$ cat config.mk
export PLATFORM = sky130hd
export DESIGN_NAME = pe_out_collector_flat
export DESIGN_NICKNAME = d
export VERILOG_FILES = /design/src/rtl/pe_out_collector_if.sv /design/src/rtl/pe_out_collector.sv /design/src/flat_wrapper.sv
export SDC_FILE = /design/constraint.sdc
export NUM_CORES = 1
export LEC_CHECK = 0
export CAP_MARGIN = 30
export CORE_UTILIZATION = 55
export DETAILED_ROUTE_END_ITERATION = 7
export GPL_TIMING_DRIVEN = 0
export HOLD_SLACK_MARGIN = 0.05
export PLACE_DENSITY = 0.87
export SYNTH_ARGS = -nofsm -noshare
export SYNTH_HDL_FRONTEND = slang
export SYNTH_SLANG_ARGS = --single-unit
$ cat constraint.sdc
create_clock -name clk -period 8.3 [get_ports clk]
set_input_delay 0.83 -clock clk [delete_from_list [all_inputs] [get_ports clk]]
set_output_delay 0.83 -clock clk [all_outputs]
set_load 0.01 [all_outputs]
$ cat src/rtl/pe_out_collector_if.sv
// Handshake bundle between the PE-side producer, pe_out_collector and the downstream consumer.
// The drop_cnt signal exists only when PE_COLLECT_DROP_CNT_EN is defined.
interface pe_out_collector_if #(
    parameter int WIDTH = 16,
    parameter int DEPTH = 8
);
    logic                     in_valid;
    logic [WIDTH-1:0]         pe_data;
    logic                     clr_ovf;
    logic [WIDTH-1:0]         out_data;
    logic                     out_valid;
    logic                     out_ready;
    logic                     full;
    logic                     empty;
    logic [$clog2(DEPTH):0]   count;
    logic                     overflow;
`ifdef PE_COLLECT_DROP_CNT_EN
    logic [15:0]              drop_cnt;
`endif

    // Master: producer/consumer side that drives tokens and accepts results.
    modport master (
        output in_valid,
        output pe_data,
        output clr_ovf,
        output out_ready,
        input  out_data,
        input  out_valid,
        input  full,
        input  empty,
        input  count,
        input  overflow
`ifdef PE_COLLECT_DROP_CNT_EN
        ,
        input  drop_cnt
`endif
    );

    modport slave (
        input  in_valid,
        input  pe_data,
        input  clr_ovf,
        input  out_ready,
        output out_data,
        output out_valid,
        output full,
        output empty,
        output count,
        output overflow
`ifdef PE_COLLECT_DROP_CNT_EN
        ,
        output drop_cnt
`endif
    );
endinterface

$ cat src/rtl/pe_out_collector.sv
// Carries a valid token alongside the fixed-latency PE and buffers its real results in an FWFT FIFO.
// Optional macro PE_COLLECT_DROP_CNT_EN adds a saturating 16-bit drop counter (bus.drop_cnt).
module pe_out_collector #(
    parameter int WIDTH   = 16,
    parameter int LATENCY = 15,
    parameter int DEPTH   = 8
) (
    input  logic               clk,
    input  logic               rst,
    pe_out_collector_if.slave  bus
);
    localparam int PW = $clog2(DEPTH);
    localparam int CW = PW + 1;

    logic [LATENCY-1:0] vld_sr;
    logic               cap;
    logic               pop;
    logic               push_ok;
    logic               drop;
    logic               full_w;
    logic               empty_w;

    logic [PW-1:0]      wr_ptr_reg;
    logic [PW-1:0]      rd_ptr_reg;
    logic [CW-1:0]      count_reg;
    logic               overflow_reg;

    logic [WIDTH-1:0]   mem [DEPTH];

    // Token delay line: one stage per PE register so cap lines up with pe_data.
    always_ff @(posedge clk) begin
        if (!rst) begin
            vld_sr[0] <= 1'b0;
        end else begin
            vld_sr[0] <= bus.in_valid;
        end
    end

    for (genvar gi = 1; gi < LATENCY; gi++) begin : g_vld_stage
        always_ff @(posedge clk) begin
            if (!rst) begin
                vld_sr[gi] <= 1'b0;
            end else begin
                vld_sr[gi] <= vld_sr[gi-1];
            end
        end
    end

    assign cap     = vld_sr[LATENCY-1];
    assign empty_w = (count_reg == '0);
    assign full_w  = (count_reg == CW'(DEPTH));

    // A full FIFO can still accept when the head leaves in the same cycle.
    assign pop     = !empty_w && bus.out_ready;
    assign push_ok = cap && (!full_w || pop);
    assign drop    = cap && full_w && !pop;

    always_ff @(posedge clk) begin
        if (rst && push_ok) begin
            mem[wr_ptr_reg] <= bus.pe_data;
        end
    end

    always_ff @(posedge clk) begin
        if (!rst) begin
            wr_ptr_reg   <= '0;
            rd_ptr_reg   <= '0;
            count_reg    <= '0;
            overflow_reg <= 1'b0;
        end else begin
            if (push_ok) begin
                wr_ptr_reg <= wr_ptr_reg + PW'(1);
            end
            if (pop) begin
                rd_ptr_reg <= rd_ptr_reg + PW'(1);
            end
            case ({push_ok, pop})
                2'b10:   count_reg <= count_reg + CW'(1);
                2'b01:   count_reg <= count_reg - CW'(1);
                default: count_reg <= count_reg;
            endcase
            // A drop in the same cycle as clr_ovf must stay visible.
            if (drop) begin
                overflow_reg <= 1'b1;
            end else if (bus.clr_ovf) begin
                overflow_reg <= 1'b0;
            end
        end
    end

`ifdef PE_COLLECT_DROP_CNT_EN
    logic [15:0] drop_cnt_reg;

    always_ff @(posedge clk) begin
        if (!rst) begin
            drop_cnt_reg <= '0;
        end else if (drop && (drop_cnt_reg != 16'hFFFF)) begin
            drop_cnt_reg <= drop_cnt_reg + 16'd1;
        end
    end

    assign bus.drop_cnt = drop_cnt_reg;
`endif

    // Shallow FIFO read straight from the array gives the zero-latency head.
    assign bus.out_data  = empty_w ? '0 : mem[rd_ptr_reg];
    assign bus.out_valid = !empty_w;
    assign bus.empty     = empty_w;
    assign bus.full      = full_w;
    assign bus.count     = count_reg;
    assign bus.overflow  = overflow_reg;
endmodule

$ cat src/flat_wrapper.sv
// flat-port wrapper written by rule: the top's interface ports become plain ports
module pe_out_collector_flat 
#(
    parameter int WIDTH   = 16,
    parameter int LATENCY = 15,
    parameter int DEPTH   = 8
)
  (clk, rst, bus_in_valid, bus_pe_data, bus_clr_ovf, bus_out_ready, bus_out_data, bus_out_valid, bus_full, bus_empty, bus_count, bus_overflow);
  pe_out_collector_if #(.WIDTH(WIDTH), .DEPTH(DEPTH)) bus_i ();
  input  logic clk;
  input  logic rst;
  input wire logic [$bits(bus_i.in_valid)-1:0] bus_in_valid;
  input wire logic [$bits(bus_i.pe_data)-1:0] bus_pe_data;
  input wire logic [$bits(bus_i.clr_ovf)-1:0] bus_clr_ovf;
  input wire logic [$bits(bus_i.out_ready)-1:0] bus_out_ready;
  output wire logic [$bits(bus_i.out_data)-1:0] bus_out_data;
  output wire logic [$bits(bus_i.out_valid)-1:0] bus_out_valid;
  output wire logic [$bits(bus_i.full)-1:0] bus_full;
  output wire logic [$bits(bus_i.empty)-1:0] bus_empty;
  output wire logic [$bits(bus_i.count)-1:0] bus_count;
  output wire logic [$bits(bus_i.overflow)-1:0] bus_overflow;
  assign bus_i.in_valid = bus_in_valid;
  assign bus_i.pe_data = bus_pe_data;
  assign bus_i.clr_ovf = bus_clr_ovf;
  assign bus_i.out_ready = bus_out_ready;
  assign bus_out_data = bus_i.out_data;
  assign bus_out_valid = bus_i.out_valid;
  assign bus_full = bus_i.full;
  assign bus_empty = bus_i.empty;
  assign bus_count = bus_i.count;
  assign bus_overflow = bus_i.overflow;
  pe_out_collector #(.WIDTH(WIDTH), .LATENCY(LATENCY), .DEPTH(DEPTH)) u_core (.clk(clk), .rst(rst), .bus(bus_i));
endmodule
# ---- Word level (Yosys, flattened, before mapping)
# Memory sizes are Yosys's and may differ from the RTL's. A register that Yosys moved wholly into a read port is not among the register bits.
# Index checks and enable logic that the tools add are counted.
dict set report totals {
  mem_bits_rw 128
  input_bits 21
  mem_count 1
  output_inout_bits 24
  mem_bits_ro 0
  ff_bits 26
  latch_bits 0
}
dict set report classes {
  mux 8
  n_bitwise 0
  add_sub_neg 4
  div_mod_pow 0
  reduce_logical 12
  n_eq_ne 3
  multipliers 0
  magnitude_cmp 0
  shifts 0
}
# memory words word_bits read_ports rd_clocked_by_memory_dff write_ports line
set memory_table {}
lappend memory_table {u_core.mem 8 16 1 1 1 pe_out_collector.sv:28} ;# logic [WIDTH-1:0] mem [DEPTH];
# operator n
set op_table {}
lappend op_table {{$mux 16} 1}
lappend op_table {{$pmux 4 s2} 1}
lappend op_table {{$add 3x1->3 const B} 2}
lappend op_table {{$mux 3} 2}
lappend op_table {{$logic_and 1x1->1} 5}
lappend op_table {{$add 4x1->4 const B} 1}
lappend op_table {{$eq 4x4->1 const B} 1}
lappend op_table {{$logic_not 4->1} 1}
lappend op_table {{$mux 1} 4}
lappend op_table {{$reduce_bool 2->1} 2}
lappend op_table {{$sub 4x1->4 const B} 1}
lappend op_table {{$logic_not 1->1} 3}
lappend op_table {{$eq 2x1->1 const B} 1}
lappend op_table {{$eq 2x2->1 const B} 1}
lappend op_table {{$logic_or 1x1->1} 1}

# ---- Depth between registers and ports, before layout
dict set report logic_depth {
  ltp_word 8
  mapped_depth 8
  depth_no_buf 7
}

# ---- Least setup slack after synthesis
# Ideal clock, no wire load.
dict set report synth_timing {
  kind {input to register}
  start {input port rst}
  end {memory u_core.mem[2][0], enable pin}
  path_slack_ns 4.882
  arrival_time_ns 2.988
  cell_stages 4
  path_cell_list {clkbuf_1 -> clkbuf_1 -> nand2_1 -> nor4_1}
}
dict set report synth_between {
  elab_chain_cells 3
}
# item line
set synth_lines {}
lappend synth_lines {{start, declared} flat_wrapper.sv:11} ;# input logic rst;
lappend synth_lines {{$logic_and 1x1->1} pe_out_collector.sv:59} ;# if (rst && push_ok) begin
lappend synth_lines {{$mux 1} pe_out_collector.sv:59}
lappend synth_lines {{$mux 1 (not written as such)} pe_out_collector.sv:60} ;# mem[wr_ptr_reg] <= bus.pe_data;
lappend synth_lines {{end, declared} pe_out_collector.sv:28}
# No other way between the ends.

# ---- Final worst setup path
dict set report layout_timing {
  start {register u_core.count_reg[0] (netlist: u_core.bus.count[0])}
  end {output port bus_empty}
}
dict set report layout_between {
  elab_chain_cells 1
}
# item line
set layout_lines {}
lappend layout_lines {{start, declared} pe_out_collector.sv:25} ;# logic [CW-1:0] count_reg;
lappend layout_lines {{start signal, assigned} pe_out_collector.sv:78} ;# 2'b10: count_reg <= count_reg + CW'(1);
lappend layout_lines {{start signal, assigned} pe_out_collector.sv:79} ;# 2'b01: count_reg <= count_reg - CW'(1);
lappend layout_lines {{start signal, assigned} pe_out_collector.sv:80} ;# default: count_reg <= count_reg;
lappend layout_lines {{$logic_not 4->1} pe_out_collector.sv:50} ;# assign empty_w = (count_reg == '0);
lappend layout_lines {{end, declared} flat_wrapper.sv:19} ;# output wire logic [$bits(bus_i.empty)-1:0] bus_empty;
# No other way between the ends.

==> impl_metrics.py <==
metrics = {
    "routing": {
        "first_pass_iters": 4,
        "drt-total-wl_mm": 12.19,
        "vias_per_cell": 5.824,
        "vias": 3174,
        "routedWlPerCell_um": 22.37,
        "drtAntennaViolNets": 0,
        "drt_iter0_markers": 211,
        "drc": 0,
    },
    "power_and_ir_drop": {
        "p_int_w": 0.001579,
        "clkPwrFrac": 0.359,
        "p_per_area_nw_per_um2": 287.4,
        "power_frac_seq": 0.411,
        "p_switching_w": 0.0005439,
        "swShare": 0.2562,
        "p_leak_nw": 2.414,
        "irDropWorstVdd_uv": 165.2,
        "combPwrFrac": 0.230,
    },
    "clock_network": {
        "clkLatencyLatePin_ns": 0.52,
        "clkSinkCount": 157,
        "cts_buffers": 17,
        "cts_resized": 0,
        "clk_pin_slew_ns": 0.06,
        "cts_max_path_buffers": 2,
        "post-cts-setup-buffers": 0,
        "cts_tree": "built",
        "cts_root_buf": "clkbuf_8",
        "cts_max_level": 4,
        "ctsHoldBuffers": 0,
    },
    "timing": {
        "rsz0062_at_grt": "no",
        "fin_crit_ns": 3.536,
        "worst_slack_ns": 4.764,
        "fin_crit_sh": 0.4260,
        "maxSlewViolCount": 0,
        "tns_ns": 0,
        "fmax_mhz": 282.8,
        "finalSetupViolations": 0,
        "finalHoldViolCount": 0,
        "clock_skew_ns": 0.01435,
        "tightest_slew_ns": 0.8979,
        "relSlewSlack": 0.3981,
    },
    "setup_path": {
        "cp_cell_sequence": "buf_6 > or4_1 > inv_2 > buf_2 > clkdlybuf4s50_1",
        "startpoint_type": "flop",
        "slowest_delay_ns": 0.60,
        "worstRegToRegCells": 6,
        "crit_path_end_kind": "primary output",
        "critPathBufInv": 4,
        "required_ns": 7.47,
        "critPathLaunch": "u_core.bus.count[0]",
        "crit_path_top_delay_cell": "or4_1",
        "regToRegSetupSlack_ns": 5.91,
        "critPathKind": "flop to primary output",
        "r2r_start": "u_core.bus.count[2]",
        "cp_max_fo": 10,
        "critical_path_depth": 5,
        "crit_family": "buffers and inverters",
        "crit_arrival_ns": 2.71,
    },
    "global_routing": {
        "grt_antenna_before_repair": 0,
        "gr-total-overflow": 0,
        "grt_use_total": 0.2392,
        "grt_pass1_wl_mm": 19.04,
        "grt_pass1_vias": 3347,
        "grt_max_degree": 17,
    },
    "yosys": {
        "synth.top_cell.area_share": 0.6367,
        "syn_area_per_cell_um2": 18.75,
        "synthCells": 322,
        "syn-cell-area_um2": 6037,
        "synth-seq-cells": 157,
        "synth_edf_count": 128,
        "yosys_warnings": 0,
        "synth_fp_nets": 346,
        "synth_top_flop_cell": "edfxtp_1",
        "seq_area_frac_synth": 0.7328,
        "synth_cell_types": 40,
        "synth_area_leaders": "edfxtp_1, mux4_2, dfxtp_1",
        "yosysTopAreaCell": "edfxtp_1",
        "async_flop_share": 0,
    },
    "floorplanning": {
        "die_x_um": 106.8,
        "fp.dieH_um": 106.8,
        "rows": 37,
        "die-area_um2": 11400,
        "start_util": 0.5770,
        "placeableCoreArea_um2": 10460,
        "ios": 45,
    },
    "run_status": {
        "status": "finished, final reports clean",
    },
    "flow_run": {
        "cap_violations": 0,
    },
    "worst_hold_path": {
        "min_path_type": "flop to flop",
        "min_from": "u_core.vld_sr[7]",
        "holdPathStages": 1,
    },
    "final_layout": {
        "largest_reg_flops": 128,
        "fillers": 671,
        "final_cell_mix": "edfxtp_1, clkdlybuf4s50_1, mux4_2",
        "diodes": 0,
        "area_growth_pct": 22.36,
        "stdcell_area_um2": 7387,
        "fin_nets": 420,
        "fin_util": 0.7061,
        "mostFrequentLayoutCell": "edfxtp_1",
        "drive_gt1_frac": 0.2421,
    },
    "placement": {
        "place.gp.congestion": 0.7357,
        "dp.final_hpwl_mm": 7.714,
        "dp_slack_ns": 5.199,
        "io_buffers": 42,
        "dpl_cell_area_um2": 6793,
    },
}
synth_stat cells, types with 2 or more instances:
cell type  instances
nand2_1            4
o21a_1             2
nor2b_1            7
buf_2              5
mux4_2            32
and2_1            19
nor4_1             3
nand3_1            4
dfxtp_1           29
and3_1             2
buf_6              2
xnor2_1            5
edfxtp_1         128
mux2i_1           18
inv_2              2
buf_4              3
nor3_1             5
nor2_1            20
buf_1              4
clkbuf_1           5
ha_1               3
o21ai_1            2
routing by layer:
layer,vias to the layer above,routed length [um],track usage,share of wire
met1,1631,4809,0.2961,0.39
met4,0,85,0.09198,0.0070
met5,-,0,0,0
li1,1419,-,-,-
met3,9,790,0.07295,0.065
met2,115,6504,0.3972,0.53
cell type report:
class | count | area (um2) | share of cell area
plain buffers | 19 | 103.9 | 0.01406
clock buffers | 19 | 421.7 | 0.05708
clock inverters | 13 | 165.2 | 0.02236
inverters | 2 | 7.507 | 0.001016
multi-input cells | 144 | 1543 | 0.2088
flip-flops and latches | 157 | 4424 | 0.5989
well taps | 136 | 170.2 | 0.02304
repair buffers | 55 | 551.8 | 0.07470
stage by stage:
stage	instances	hold WS [ns]	power [W]
final	545	0.4312	0.002123
after detailed placement	512	0.4204	0.001376
after global placement	500	0.4174	0.001363
after global routing	545	0.4542	0.002205
after floorplan	322	0.4119	0.001183
after CTS	544	0.4362	0.002142
final timing paths:
check	to
min reg2reg	u_core.vld_sr[8]
max	bus_empty
min	u_core.vld_sr[8]
max reg2reg	u_core.mem[1][0]
power by group through the flow:
stage                     registers, W  logic, W  clock network [W]
after CTS                     0.000873  0.000495           0.000774
final                         0.000873  0.000488           0.000762
after detailed placement      0.000889  0.000487                  0
after global routing          0.000875  0.000523           0.000807
after floorplan               0.000890  0.000293                  0
after global placement        0.000889  0.000474                  0
kinds of logic after synthesis:
kind of cell / after synthesis / synth area share
xor gates and xnor gates: 6 / 0.008705
DFF: 157 / 0.7329
buffers and inverters: 21 / 0.01844
adders and majority gates: 3 / 0.006218
AOI/OAI and AO/OA: 13 / 0.01907
muxes: 50 / 0.1492
and+or+nand+nor: 72 / 0.06549
Power figures use the tool's default switching activity.
